--- src/rtl/writeback_arbiter_pkg.sv ---
// Shared definitions for the writeback arbiter: FSM encoding and lane-count width helpers.
package writeback_arbiter_pkg;

  typedef enum logic [0:0] {
    ST_IDLE    = 1'b0,
    ST_COLLECT = 1'b1
  } wb_state_e;

  // Width able to hold a lane count 0..num_lanes.
  function automatic int lane_cnt_width(input int num_lanes);
    return $clog2(num_lanes) + 1;
  endfunction

  // Width of a lane index; never zero, even for a single lane.
  function automatic int lane_idx_width(input int num_lanes);
    return (num_lanes > 1) ? $clog2(num_lanes) : 1;
  endfunction

endpackage

--- src/rtl/writeback_arbiter_priority_select.sv ---
// Fixed-priority encoder: index of the lowest set bit plus a valid flag.
module priority_select
  import writeback_arbiter_pkg::*;
#(
  parameter int WIDTH     = 4,
  parameter int IDX_WIDTH = lane_idx_width(WIDTH)
) (
  input  logic [WIDTH-1:0]     vec,
  output logic [IDX_WIDTH-1:0] idx,
  output logic                 valid
);

  // Scan from the top so the lowest set bit wins.
  always_comb begin
    idx   = '0;
    valid = 1'b0;
    for (int i = WIDTH - 1; i >= 0; i--) begin
      if (vec[i]) begin
        idx   = IDX_WIDTH'(i);
        valid = 1'b1;
      end else begin
        idx   = idx;
        valid = valid;
      end
    end
  end

endmodule

--- src/rtl/writeback_arbiter.sv ---
// Collects per-lane allocator results for one positioning round and serialises
// them into the output memory, lowest pending lane first, one write per cycle.
module writeback_arbiter
  import writeback_arbiter_pkg::*;
#(
  parameter int NUM_ALLOCATORS = 4,
  parameter int DATA_WIDTH     = 18,
  parameter int ADDR_WIDTH     = 16
) (
  input  logic                                     clk,
  input  logic                                     rst,
  input  logic                                     clear,
  input  logic                                     round_start,
  input  logic [lane_cnt_width(NUM_ALLOCATORS)-1:0] round_lanes,
  input  logic [ADDR_WIDTH-1:0]                    output_memory_offset,
  input  logic [NUM_ALLOCATORS-1:0]                alloc_done,
  input  logic [NUM_ALLOCATORS*DATA_WIDTH-1:0]     alloc_data,
  output logic [NUM_ALLOCATORS-1:0]                alloc_ack,
  output logic [ADDR_WIDTH-1:0]                    out_mem_addr,
  output logic [DATA_WIDTH-1:0]                    out_mem_data,
  output logic                                     out_mem_en,
  output logic                                     round_done,
  output logic                                     busy,
  output logic                                     overrun
);

  localparam int N  = NUM_ALLOCATORS;
  localparam int LW = lane_cnt_width(N);
  localparam int IW = lane_idx_width(N);

  wb_state_e             state_r, state_next_s;
  logic [LW-1:0]         lanes_r, lanes_clamped_s;
  logic [ADDR_WIDTH-1:0] base_r;
  logic [N-1:0]          captured_r, written_r, ack_r;
  logic [N-1:0]          active_mask_s, capture_s, cand_s, issue_s;
  logic [DATA_WIDTH-1:0] data_r [N];
  logic [IW-1:0]         sel_idx_s;
  logic                  sel_valid_s;
  logic [DATA_WIDTH-1:0] sel_data_s;
  logic                  collect_s, start_s, finish_s, all_written_s;
  logic                  wr_en_r, round_done_r, overrun_r;
  logic [ADDR_WIDTH-1:0] wr_addr_r;
  logic [DATA_WIDTH-1:0] wr_data_r;

  // Round size sanitising: zero means one lane, oversize saturates.
  always_comb begin
    if (round_lanes == LW'(0)) begin
      lanes_clamped_s = LW'(1);
    end else if (int'(round_lanes) > N) begin
      lanes_clamped_s = LW'(N);
    end else begin
      lanes_clamped_s = round_lanes;
    end
  end

  // Lane bookkeeping: which lanes take part, which capture now, which write now.
  always_comb begin
    collect_s     = (state_r == ST_COLLECT);
    start_s       = (state_r == ST_IDLE) && round_start;
    for (int i = 0; i < N; i++) begin
      active_mask_s[i] = (i < int'(lanes_r));
    end
    all_written_s = ((written_r & active_mask_s) == active_mask_s);
    finish_s      = collect_s && all_written_s;
    capture_s     = alloc_done & active_mask_s & ~captured_r & {N{collect_s && !finish_s}};
    // A lane captured on this edge may be written out in the very next cycle.
    cand_s        = (captured_r | capture_s) & ~written_r & {N{collect_s}};
    for (int i = 0; i < N; i++) begin
      issue_s[i] = sel_valid_s && (int'(sel_idx_s) == i);
    end
    if (capture_s[sel_idx_s]) begin
      sel_data_s = alloc_data[int'(sel_idx_s)*DATA_WIDTH +: DATA_WIDTH];
    end else begin
      sel_data_s = data_r[sel_idx_s];
    end
  end

  priority_select #(
    .WIDTH     (N),
    .IDX_WIDTH (IW)
  ) u_priority_select (
    .vec   (cand_s),
    .idx   (sel_idx_s),
    .valid (sel_valid_s)
  );

  // Next-state logic.
  always_comb begin
    state_next_s = state_r;
    if (clear) begin
      state_next_s = ST_IDLE;
    end else begin
      case (state_r)
        ST_IDLE:    state_next_s = round_start   ? ST_COLLECT : ST_IDLE;
        ST_COLLECT: state_next_s = all_written_s ? ST_IDLE    : ST_COLLECT;
        default:    state_next_s = ST_IDLE;
      endcase
    end
  end

  // State register.
  always_ff @(posedge clk or negedge rst) begin
    if (!rst) begin
      state_r <= ST_IDLE;
    end else begin
      state_r <= state_next_s;
    end
  end

  // Round control, flags and the registered write port.
  always_ff @(posedge clk or negedge rst) begin
    if (!rst) begin
      lanes_r      <= LW'(1);
      base_r       <= '0;
      captured_r   <= '0;
      written_r    <= '0;
      ack_r        <= '0;
      wr_en_r      <= 1'b0;
      wr_addr_r    <= '0;
      wr_data_r    <= '0;
      round_done_r <= 1'b0;
      overrun_r    <= 1'b0;
    end else if (clear) begin
      base_r       <= '0;
      captured_r   <= '0;
      written_r    <= '0;
      ack_r        <= '0;
      wr_en_r      <= 1'b0;
      wr_addr_r    <= '0;
      wr_data_r    <= '0;
      round_done_r <= 1'b0;
      overrun_r    <= 1'b0;
    end else begin
      ack_r        <= capture_s;
      round_done_r <= finish_s;
      if (start_s) begin
        lanes_r    <= lanes_clamped_s;
        captured_r <= '0;
        written_r  <= '0;
      end else begin
        captured_r <= captured_r | capture_s;
        written_r  <= written_r | issue_s;
      end
      if (finish_s) begin
        base_r <= base_r + ADDR_WIDTH'(lanes_r);
      end
      if (round_start && collect_s) begin
        overrun_r <= 1'b1;
      end
      wr_en_r <= sel_valid_s;
      if (sel_valid_s) begin
        wr_addr_r <= output_memory_offset + base_r + ADDR_WIDTH'(sel_idx_s);
        wr_data_r <= sel_data_s;
      end else begin
        wr_addr_r <= '0;
        wr_data_r <= '0;
      end
    end
  end

  // Per-lane result holding registers.
  always_ff @(posedge clk or negedge rst) begin
    if (!rst) begin
      for (int i = 0; i < N; i++) data_r[i] <= '0;
    end else if (clear) begin
      for (int i = 0; i < N; i++) data_r[i] <= '0;
    end else begin
      for (int i = 0; i < N; i++) begin
        if (capture_s[i]) data_r[i] <= alloc_data[i*DATA_WIDTH +: DATA_WIDTH];
      end
    end
  end

  // A restart kills any write scheduled for the cycle in which it is asserted.
  assign out_mem_en   = wr_en_r & ~clear;
  assign out_mem_addr = clear ? '0 : wr_addr_r;
  assign out_mem_data = clear ? '0 : wr_data_r;
  assign alloc_ack    = ack_r;
  assign round_done   = round_done_r;
  assign busy         = collect_s;
  assign overrun      = overrun_r;

endmodule

--- config.mk ---
export PLATFORM = sky130hd
export DESIGN_NAME = writeback_arbiter
export DESIGN_NICKNAME = d
export VERILOG_FILES = /design/src/rtl/writeback_arbiter_pkg.sv /design/src/rtl/writeback_arbiter_priority_select.sv /design/src/rtl/writeback_arbiter.sv
export SDC_FILE = /design/constraint.sdc
export NUM_CORES = 1
export LEC_CHECK = 0
export ABC_CLOCK_PERIOD_IN_PS = 10300
export CORE_AREA = 2 2 164 134
export DETAILED_ROUTE_END_ITERATION = 12
export DIE_AREA = 0 0 166 136
export DONT_BUFFER_PORTS = 1
export RECOVER_POWER = 50
export SKIP_CTS_REPAIR_TIMING = 1
export SYNTH_ARGS = -nofsm -noshare
export SYNTH_HDL_FRONTEND = slang
export SYNTH_SLANG_ARGS = --single-unit
--- constraint.sdc ---
create_clock -name clk -period 10.3 [get_ports clk]
set_clock_uncertainty 0.2 [all_clocks]
set_input_delay 2.06 -clock clk [delete_from_list [all_inputs] [get_ports clk]]
set_output_delay 2.06 -clock clk [all_outputs]
set_load 0.005 [all_outputs]
# [Word level (Yosys, flattened, before mapping)]
# Index checks and enable logic that the tools add are counted.
# Widths: inputs -> output; s select.
[totals] regBits=141 word_cells=105 in_bits=99
[classes] n_addsub=3 eq_ne=4 n_shift=1 bitwise=14 mul=1 reduce_logical=18 mux=42 order_cmp=7
[op_table] op="$mux 18" count=10
[op_table] op="$mux 16" count=5
[op_table] op="$mux 72" count=1
[op_table] op="$shiftx 72x8->18" count=1
[op_table] op="$bmux 18 s2" count=1
[op_table] op="$and 4x4->4" count=6
[op_table] op="$mux 4" count=5
[op_table] op="$add 16x16->16" count=1
[op_table] op="$add 16x2->16" count=1
[op_table] op="$add 16x3->16" count=1
[op_table] op="$mux 1" count=12
[op_table] op="$reduce_bool 2->1" count=6
[op_table] op="$logic_and 1x1->1" count=8
[op_table] op="$mux 2" count=4
[op_table] op="$not 4->4" count=2
[op_table] op="$or 4x4->4" count=2
[op_table] op="$lt 1x3->1 const A" count=2
[op_table] op="$lt 2x3->1 const A" count=2
[op_table] op="$mul 2x4->6 const B" count=1
[op_table] op="$mux 3" count=2
[op_table] op="$eq 2x2->1 const B" count=2
[op_table] op="$eq 4x4->1" count=1
[op_table] op="$ge 3x3->1 const B" count=1
[op_table] op="$gt 3x3->1 const B" count=1
[op_table] op="11 further kinds" count=12

# [Logic depth before layout (Yosys ltp)]
# Gate-level depths: netlist of the first run.
[depth] ltp_word=21 depth_mapped=16 mapped_depth_nobuf=14

# [By module]
# From an unflattened synthesis of the first run, not the netlist that was laid out.
[hier_totals] cells_unflattened=711 area_unflattened_um2=7971.4
[modules_own_cells] module="writeback_arbiter" area_per_inst_um2=7936.4 cells_per_inst=704 n_inst=1
[modules_own_cells] module="priority_select" area_per_inst_um2=35.0 cells_per_inst=7 n_inst=1

# [Worst setup path after synthesis of the first run]
# Ideal clock, no wire load.
[synth_timing] kind="input to register" startpoint="in alloc_done[1]" endpoint="reg wr_addr_r[15]" slack_ns=4.968 t_arrival_ns=5.052 cell_stages=14 n_path_buf=2 path_cell_list="o21a_1 -> o21ai_2 -> buf_2 -> buf_1 -> a21boi_0 -> fa_1 -> ha_1 -> fa_1 -> a211o_1 -> o211ai_1 -> a211o_1 -> nand3_1 -> a41oi_1 -> mux2i_1"
[synth_between] elab_chain_len=11
[synth_lines] element="from (decl)" line_no="writeback_arbiter.sv:16" source="input logic [NUM_ALLOCATORS-1:0] alloc_done,"
[synth_lines] element="$and 4x4->4 (*) (3 in a row)" line_no="writeback_arbiter.sv:65" source="capture_s = alloc_done & active_mask_s & ~captured_r & {N{collect_s && !finish_s}};"
[synth_lines] element="$or 4x4->4 (*)" line_no="writeback_arbiter.sv:67" source="cand_s = (captured_r | capture_s) & ~written_r & {N{collect_s}};"
[synth_lines] element="$and 4x4->4 (*) (2 in a row)" line_no="writeback_arbiter.sv:67"
[synth_lines] element="$mux 2 (2 in a row)" line_no="writeback_arbiter_priority_select.sv:18" source="if (vec[i]) begin"
[synth_lines] element="$add 16x2->16" line_no="writeback_arbiter.sv:152" source="wr_addr_r <= output_memory_offset + base_r + ADDR_WIDTH'(sel_idx_s);"
[synth_lines] element="$mux 16 (*)" line_no="writeback_arbiter.sv:151" source="if (sel_valid_s) begin"
[synth_lines] element="$mux 16 (*)" line_no="writeback_arbiter.sv:123" source="end else if (clear) begin"
[synth_lines] element="to (signal assigned)" line_no="writeback_arbiter.sv:152"
[synth_lines] element="to (decl)" line_no="writeback_arbiter.sv:42" source="logic [ADDR_WIDTH-1:0] wr_addr_r;"
# Mark *: on every way between the ends. The rest lies on a longest branch, timed or not.
# A chain may end at the register's enable or synchronous reset.

# [Worst setup path in the final report of the first run]
# Same ends and word-level chain as after synthesis.

==> metrics.md, run 1 <==
| Metric | Value |
|---|---|
| Top cell type's share of synthesized area | 0.434 |
| Slowest-stage cell, CP | o21ai_4 |
| Largest net degree at the start of global routing | between 100 and 150 |
| First-pass GRT wire length | 34.1 mm |
| Min cycle time layout | ~5.7 ns |
| Lkg Pwr | 3.68 nW |
| Final #Nets | 930 |
| Synth Area in Adders | 0.0565 |
| Tightest Pin Transition | around 2.6 ns |
| Fin. max-slew vios | 9 |
| Cell Rows | 48 |
| Simple-gate share of the synthesized area | 0.197 |
| Die X | 166 um |
| XOR/XNOR share of the synthesized area | 0.0228 |
| Vias/cell | 5.61 |
| DR vias | 6092 |
| Compound-gate portion of the synthesized area | 0.166 |
| Mapped Nets | 962 |
| Synthesized instance count | a little over 800 |
| HPWL after detailed placement | 14.9 mm |
| Total power draw | 1.48 mW |
| Fillcell total | between 2k and 2.5k |
| Slew margin rel. | -0.769 |
| Maximum vdd drop | 0.000121 V |
| Hold slack final | 0.322 ns |
| Failing checks | capacitance limit, slew limit |
| Initial core utilization | 0.383 |
| TritonCTS Sinks | approximately 140 |
| Num ports | 141 |
| Die height | roughly 140 um |
| Clk root buf | clkbuf_16 |
| Final wirelength | 22.1 mm |
| Max Cap Viol | 1 |
| Slowest cell delay on critical path | 0.78 ns |
| FMAX | 0.175 GHz |
| Synth cell types | 64 |
| Mapped Avg Cell Area | 9.73 sq um |
| Total Routing Usage GR | 0.195 |
| Clk_lat worst skew | 0.42 ns |
| Final setup fails | 0 |
| CP bufs+invs | 1 |
| Fraction of layout cells with a size suffix above 1 | 0.0963 |
| Mux cell area share after synthesis | 0.0748 |
| Post-synth EDFFs | 0 |
| Final core occ | 0.414 |
| Vias in the first global route | about 5.7k |
| Async S/R FF share, synth | 1.00 |
| Crit path required time | between 10 and 15 ns |
| Setup CP Type | in2reg |
| Status | finished with violations |
| Post-route ant nets | 0 |
| TritonCTS clock tree | yes |
| DRC violations left | 0 |
| RSZ-0062 raised after global routing | false |
| Period utilization | 0.553 |
| Setup crit end kind | flop |
| Final hold vios | 0 |
| Synth-to-layout area growth | 8.24% |
| Worst path cell trace | o21a_1 > o21ai_4 > and2_1 > nand2_1 > fa_1 > inv_1 > ha_1 > fa_1 > a211o_1 > o211ai_1 > a211o_1 > nand3_1 > a41oi_1 > mux2i_1 |
| Post-synthesis instance area | between 8000 and 9000 sq um |
| Critical Path Source Type | input pin |
| Post-synth top area cell | dfrtp_1 |
| H-tree depth | 4 |
| Die ar. | 22600 sq um |
| Count leader, synth | dfrtp_1 |
| Port Buffers | 0 |
| Setup TNS | 0 ns |
| Routability congestion estimate | 0.826 |
| CP delay by family, top | compound AO/OA/AOI/OAI gates |
| Main flop type after synthesis | dfrtp_1 |
| Initial antenna violation count | 0 |
| Synthesized flop and latch total | 141 |
| # diodes | 0 |
| Syn. warnings | 0 |
| Worst Path Arrival | 5.85 ns |
| Largest family of logic cells by synthesized area | simple AND/OR/NAND/NOR gates |
| Wire per inst | 20.4 um |
| Gr ovfl total | 0 |
| CP Max Fanout | 40 |
| Pwr dens | 169 nW/um^2 |
| Ranking of synthesized cells by area | dfrtp_1 43%, mux2i_1 7.2%, nor2_1 5.9% |
| Clk slew on worst S/H paths | 0.07 ns |
| Clk buf depth | 2 |
| Hold Path Class | reg2reg |
| Num CTS Buffers | 17 |
| Seq/Total Area, Yosys | 0.438 |
| Number of iterations in the first detailed-routing pass | 5 |
| Core ar. | 21100 sq um |
| Synth cell count leaders | 140 x dfrtp_1, 127 x nor2_1, 58 x mux2i_1, 54 x nand2_1 |
| Drt initial violations | approximately 700 |
final cells by class:
type	count	area [sq um]	share of cell area
multi-input combinational	615	4160	0.476
sequential	141	3530	0.404
clock buffer	18	439	0.0503
tap	275	344	0.0394
clock inverter	14	155	0.0178
inverter	16	60.1	0.00688
timing repair buffer	6	45.0	0.00516
where the power goes:
| group | leakage (nW) | switching (mW) | total (mW) | internal (mW) |
|---|---|---|---|---|
| Clock | 0.288 | 0.260 | 0.627 | 0.367 |
| Sequential | 1.94 | 0.0226 | 0.609 | 0.586 |
| Combinational | 1.46 | 0.150 | 0.242 | 0.0918 |
logic make-up (layout without fill, tap and decap cells):
group / count (synthesis) / in the layout
buffers and inverters: 73 / 54
and+or+nand+nor: 323 / 323
muxes: 60 / 60
DFF: 141 / 141
AOI/OAI and AO/OA: 177 / 177
adders and majority gates: 34 / 34
xor gates and xnor gates: 21 / 21
final timing paths:
kind	start	to	slack (ns)	cells after the start
setup / recovery	alloc_done[1]	wr_addr_r[15]$_DFF_PN0_	4.60	14
hold / removal	data_r[53]$_DFFE_PN0P_	data_r[53]$_DFFE_PN0P_	0.32	2
setup reg to reg	lanes_r[2]$_DFFE_PN0P_	wr_addr_r[15]$_DFF_PN0_	5.48	14
hold reg to reg	data_r[53]$_DFFE_PN0P_	data_r[53]$_DFFE_PN0P_	0.32	2
max in group asynchronous	rst	data_r[36]$_DFFE_PN0P_	8.42	0
min in group asynchronous	rst	overrun$_DFFE_PN0P_	1.13	0
metrics by stage:
stage	std cells	worst slack, ns	instance area [sq um]
after floorplan	829	4.97	8070
after global placement	1053	4.22	8190
after detailed placement	1053	4.16	8190
final	1085	4.60	8730
after CTS	1085	4.60	8780
after global routing	1085	4.32	8730
per-layer routing:
layer | global-route usage | vias to the layer above | part of all wire | routed length [um]
met5 | 0 | - | 0 | 0
met2 | 0.246 | 208 | 0.39 | 8590
met3 | 0.0716 | 25 | 0.087 | 1920
li1 | - | 2910 | - | -
met1 | 0.302 | 2949 | 0.51 | 11200
met4 | 0.0570 | 0 | 0.019 | 410
flip-flops by register name, summed over array words and instances (netlist names):
register    count
data_r         72
wr_data_r      18
base_r         16
wr_addr_r      16
alloc_ack       4
captured_r      4
written_r       4
lanes_r         3
busy            1
overrun         1
round_done      1
wr_en_r         1
tightest hold or removal path, stage by stage (launching register included):
cell and delay [ns]:
dfrtp_1 0.34, mux2i_1 0.07, nor2_1 0.07
cell usage in the layout, fill, tap and decap left out, types with 6 or more instances in the layout:
cell and count:
a21oi_1 36, buf_4 6, clkbuf_16 17, dfrtp_1 140, ha_1 30, inv_1 13
inv_6 6, mux2i_1 58, nand2_1 54, nand3_1 11, nor2_1 127, nor2b_1 41
nor3_1 19, nor4_1 38, o21a_1 11, o21ai_0 41, o221ai_1 36, o22ai_1 8
o22ai_2 10, xnor2_1 16
Note: power is estimated with default switching activity, not from simulation.
==> run 2: changes to the inputs <==
ABC_CLOCK_PERIOD_IN_PS = 5600   (was 10300)
clock period = 5.6 ns   (was 10.3 ns; I/O delays follow)
==> run 2 against run 1 <==
  * The run still ends with capacitance limit, slew limit left
  * Via count decreased by 0.49%
  * Total power rose by 83%
  * Sequential power rose by 84%
  * Setup slack lost 3.8 ns
  * Largest power group unchanged
  * Core utilization increased by 0.11 points
  * Non-clock buffer count rose by 4
  * Global-route usage decreased by 0.074 points
  * Die area stayed put
  * First-iteration DRC count grew 5.8%
  * Final area increased by 0.26%
  * Highest routed layer unchanged
==> metrics.md, run 2 (synthesis results as in run 1) <==
| Metric | Value |
|---|---|
| Status | finished with violations |
| Failing checks | capacitance limit, slew limit |
| Core ar. | roughly 21000 sq um |
| Synth-to-layout area growth | 8.52% |
| Clk root buf | clkbuf_16 |
| Maximum vdd drop | ~0.00020 V |
| Cell count after placement | 1057 |
| Vias/cell | 5.57 |
| Clk_lat worst skew | 0.43 ns |
| Die X | 166 um |
| Worst path cell trace | o31a_2 > o21ai_4 > and2_1 > nand2_1 > fa_1 > inv_1 > ha_1 > fa_1 > a211o_1 > o211ai_1 > a211o_1 > nand3_1 > a41oi_1 > mux2i_1 |
| Number of iterations in the first detailed-routing pass | 5 |
| Setup crit end kind | flop |
| Initial antenna violation count | 0 |
| Largest registers | data_r: 72 flops, wr_data_r: 18 flops |
| R2R Path End | wr_addr_r[15]$_DFF_PN0_ |
| Final hold vios | 0 |
| Lkg Pwr | 3.67 nW |
| Wire per inst | around 20 um |
| R2r worst-path depth | 14 |
| Final core occ | 0.415 |
| Slowest cell delay on critical path | 0.67 ns |
| Crit path required time | 5.75 ns |
| DR vias | 6062 |
| Clk slew on worst S/H paths | 0.07 ns |
| First-pass GRT wire length | approximately 34 mm |
| Worst Path Arrival | 4.96 ns |
| Hold Path Class | in2async |
| Max Cap Viol | 1 |
| Most frequent cells in the layout | 140 x dfrtp_1, 127 x nor2_1, 58 x mux2i_1 |
| Final setup fails | 0 |
| Clk buf depth | 2 |
| Port Buffers | 0 |
| Pwr dens | 308 nW/um^2 |
| # diodes | 0 |
| RSZ-0062 raised after global routing | false |
| Final #Nets | 934 |
| H-tree depth | 4 |
| Period utilization | 0.859 |
| Fin. max-slew vios | 9 |
| Biggest register | data_r |
| Post-route ant nets | 0 |
| Drt initial violations | 743 |
| Fin cells | roughly 1.1k |
| Critical Path Source Type | flop |
| Gr ovfl total | 0 |
| Max reg flops | 72 |
| Num ports | between 100 and 150 |
| HPWL after detailed placement | 14.9 mm |
| DP Worst Slack | approximately 0.50 ns |
| Slowest-stage cell, CP | o21ai_4 |
| Largest net degree at the start of global routing | 142 |
| DRC violations left | 0 |
| CP Max Fanout | 42 |
| Min cycle time layout | about 4.8 ns |
| Vias in the first global route | 5615 |
| Routability congestion estimate | a little over 0.8 |
| TritonCTS Sinks | 141 |
| Worst reg2reg path startpoint | lanes_r[2]$_DFFE_PN0P_ |
| R2R Setup Slk | around 0.79 ns |
| Setup CP Type | reg2reg |
| Num CTS Buffers | 17 |
| FMAX | 0.208 GHz |
| Tightest Pin Transition | roughly 2.7 ns |
| Final worst setup slack | 0.791 ns |
| Die ar. | roughly 23000 sq um |
| Initial core utilization | 0.383 |
| Cell Rows | 48 |
| Most common cell after layout, fill and taps aside | dfrtp_1 |
| Final wirelength | 22.1 mm |
| Slew margin rel. | -0.824 |
| Die height | around 140 um |
| Total Routing Usage GR | 0.195 |
| TritonCTS clock tree | yes |
| Hold slack final | 0.191 ns |
| Fraction of layout cells with a size suffix above 1 | 0.101 |
| Setup TNS | 0 ns |
==> run 2: changes by cell type in the layout (fill, tap and decap cells not counted), sizes merged <==
cell / previous run / this run
clkinv: 5 / 4
bufinv: 2 / 1
clkinvlp: 2 / 5
clkbuf: 18 / 19
buf: 6 / 8
==> run 2: stage by stage <==
step	power, mW	instance area (sq um)
2_1_floorplan	1.51	8070
3_3_place_gp	1.59	8220
3_5_place_dp	1.59	8220
4_1_cts	2.73	8800
5_1_grt	2.81	8750
6_report	2.70	8750
==> run 2: critical path, delay by kind of cell, from the launching register on <==
family | cells | cell delay, ns
AND/OR/NAND/NOR | 3 | 0.50
buffers and inverters | 1 | 0.04
AO/OA/AOI/OAI | 6 | 2.09
adder cells (fa/ha/maj) | 3 | 1.15
multiplexers | 1 | 0.21
flip-flops | 1 | 0.53
==> run 2: per-layer routing <==
| metal | wire [um] | share of wire | track usage | vias up |
|---|---|---|---|---|
| met4 | 314 | 0.014 | 0.0604 | 0 |
| li1 | - | - | - | 2919 |
| met3 | 1900 | 0.086 | 0.0620 | 21 |
| met2 | 8720 | 0.39 | 0.251 | 212 |
| met1 | 11200 | 0.51 | 0.301 | 2910 |
| met5 | 0 | 0 | 0 | - |
==> run 2: layout make-up <==
type / instances / area (sq um)
fillers: 2022 / 12300
multi-input cells: 615 / 4170
flip-flops and latches: 141 / 3530
well taps: 275 / 344
inverters: 16 / 60.1
clock inverters: 15 / 156
clock buffers: 17 / 425
repair buffers: 10 / 67.6
==> run 2: where the power goes <==
part,switching [mW],internal (mW)
Clock,0.506,0.626
Combinational,0.278,0.173
Sequential,0.0385,1.08
Total,0.822,1.88
==> run 2: worst max-delay path by stage <==
stage                     slack (ns)                   start                      end
after floorplan                 1.21           alloc_done[1]  wr_addr_r[15]$_DFF_PN0_
after global placement          0.56           alloc_done[0]  wr_addr_r[15]$_DFF_PN0_
after global routing            0.35  lanes_r[2]$_DFFE_PN0P_   base_r[11]$_DFFE_PN0P_
after CTS                       0.72  lanes_r[2]$_DFFE_PN0P_  wr_addr_r[15]$_DFF_PN0_
after detailed placement        0.50           alloc_done[0]  wr_addr_r[15]$_DFF_PN0_
final                           0.79  lanes_r[2]$_DFFE_PN0P_  wr_addr_r[15]$_DFF_PN0_
==> run 3: changes to the inputs <==
CORE_AREA = 2 2 173 141   (was 2 2 164 134)
DIE_AREA = 0 0 175 143   (was 0 0 166 136)
TNS_END_PERCENT = 10   (was unset)
==> run 3 against run 2 <==
  * The flow still finishes with violations (capacitance limit, slew limit)
  * Critical path depth down 8
  * Flip-flop and latch count unchanged
  * Die area up 11%
  * Cell count up 3.2%
  * Register-to-register slack better by 0.06 ns
  * Total power up 2.9%
  * Core utilization down 3.5 points
  * Non-clock buffer count down 1
  * Critical path type unchanged
  * Critical endpoint is now base_r[15]$_DFFE_PN0P_
  * Largest power group unchanged
  * Highest routed layer unchanged
==> metrics.md, run 3 (synthesis results as in run 1) <==
| Metric | Value |
|---|---|
| Die height | 143 um |
| Global route hottest layer | met1 |
| Pwr dens | 315 nW/um^2 |
| Fillcell total | ~2.3k |
| Wire per inst | roughly 20 um |
| Fraction of layout cells with a size suffix above 1 | 0.0973 |
| Period utilization | 0.848 |
| Status | finished with violations |
| DP Worst Slack | 0.512 ns |
| CP bufs+invs | 1 |
| Hold slack final | 0.189 ns |
| TritonCTS Sinks | between 100 and 150 |
| Net switching power figure | 787 uW |
| Tightest Pin Transition | 2.64 ns |
| Die ar. | 25000 sq um |
| Initial core utilization | 0.348 |
| Most common cell after layout, fill and taps aside | dfrtp_1 |
| Largest registers | data_r: 72 flops, wr_data_r: 18 flops |
| Synth-to-layout area growth | 9.43% |
| Slowest cell delay on critical path | 2.09 ns |
| Slew margin rel. | -0.783 |
| FMAX | 0.211 GHz |
| Vias in the first global route | 5662 |
| Clk_lat worst skew | ~0.43 ns |
| Slowest-stage cell, CP | o311ai_0 |
| Setup crit end kind | flop |
| Max Cap Viol | 2 |
| First-pass GRT wire length | 34.6 mm |
| Port Buffers | 0 |
| DR vias | approximately 6k |
| Num CTS Buffers | 17 |
| Min cycle time layout | 4.75 ns |
| Total Routing Usage GR | 0.181 |
| Biggest register | data_r |
| H-tree depth | 4 |
| Critical Path Source Type | flop |
| Clk root buf | clkbuf_16 |
| Final #Nets | 933 |
| M1 GR Usage | 0.278 |
| Fin. max-slew vios | 9 |
| Multi-input logic area | 4170 sq um |
| Total power draw | 2.78 mW |
| CP Max Fanout | 10 |
| Setup TNS | 0 ns |
| Seq. cell area | approximately 3500 sq um |
| Worst Path Arrival | 4.86 ns |
| Number of iterations in the first detailed-routing pass | 5 |
| Crit path required time | 5.72 ns |
| Final setup fails | 0 |
| Setup CP Type | reg2reg |
| Vias/cell | 5.47 |
| Int Pwr | approximately 2 mW |
| HPWL after detailed placement | 15.4 mm |
| Gr ovfl total | 0 |
| Hold Path Class | in2async |
| Num ports | 141 |
| TritonCTS clock tree | yes |
| Max reg flops | 72 |
| Routability congestion estimate | 0.846 |
| Switching Fraction | 0.283 |
| Lkg Pwr | 3.70 nW |
| DRC violations left | 0 |
| Initial antenna violation count | 0 |
| RSZ-0062 raised after global routing | false |
| Die X | 175 um |
| Largest net degree at the start of global routing | 142 |
| Clk buf depth | 2 |
| CP delay by family, top | compound AO/OA/AOI/OAI gates |
| Drt initial violations | 541 |
| Post-route ant nets | 0 |
| Met3 Usage GRT | 0.0639 |
| Worst path cell trace | buf_4 > o311ai_0 > o2111ai_1 > nor4_2 > xnor2_1 > nor2_1 |
| Logic pwr share | 0.163 |
| Final wirelength | 22.8 mm |
| Clk slew on worst S/H paths | 0.06 ns |
| Final hold vios | 0 |
| Cell Rows | 50 |
| Clock share of power | 0.436 |
| # diodes | 0 |
| M2 GR Usage | 0.236 |
| Final worst setup slack | ~0.85 ns |
| Core ar. | 23200 sq um |
| Failing checks | capacitance limit, slew limit |
| Maximum vdd drop | 0.000213 V |
| Most frequent cells in the layout | 140 x dfrtp_1, 127 x nor2_1, 58 x mux2i_1 |
| Reg power frac | 0.401 |
-- run 3: layer usage --
metal | vias to the layer above | wire, um
met3 | 20 | 1890
met2 | 201 | 9340
met5 | - | 0
li1 | 2904 | -
met1 | 3027 | 11300
met4 | 0 | 277
-- run 3: metrics by stage --
step,instances,util,area [sq um]
6_report,1124,0.380,8830
5_1_grt,1124,0.380,8830
4_1_cts,1124,0.383,8880
3_5_place_dp,1093,0.356,8260
3_3_place_gp,1093,0.356,8260
2_1_floorplan,829,-,8070
-- run 3: final cells by class --
| type | instances | share of cell area |
|---|---|---|
| well taps | 312 | 0.0442 |
| clock buffers | 20 | 0.0529 |
| flip-flops and latches | 141 | 0.400 |
| multi-input cells | 615 | 0.472 |
| repair buffers | 9 | 0.00638 |
| inverters | 16 | 0.00680 |
| clock inverters | 11 | 0.0174 |
-- run 3: path summary, 6_finish.rpt --
path | startpoint | to | slack (ns) | depth (start not counted)
worst max-delay path | lanes_r[2]$_DFFE_PN0P_ | base_r[15]$_DFFE_PN0P_ | 0.85 | 6
worst min-delay path | rst | overrun$_DFFE_PN0P_ | 0.19 | 0
worst max register to register | lanes_r[2]$_DFFE_PN0P_ | base_r[15]$_DFFE_PN0P_ | 0.85 | 6
worst min register to register | data_r[1]$_DFFE_PN0P_ | data_r[1]$_DFFE_PN0P_ | 0.32 | 2
max in group asynchronous | rst | captured_r[3]$_DFF_PN0_ | 4.70 | 0
min in group clk | data_r[1]$_DFFE_PN0P_ | data_r[1]$_DFFE_PN0P_ | 0.32 | 2
-- run 3: power groups by stage --
stage,combinational [mW],sequential [mW],clock (mW)
after floorplan,0.386,1.12,0
after global placement,0.452,1.13,0
after detailed placement,0.460,1.13,0
after CTS,0.461,1.11,1.23
after global routing,0.496,1.12,1.28
final,0.453,1.11,1.21
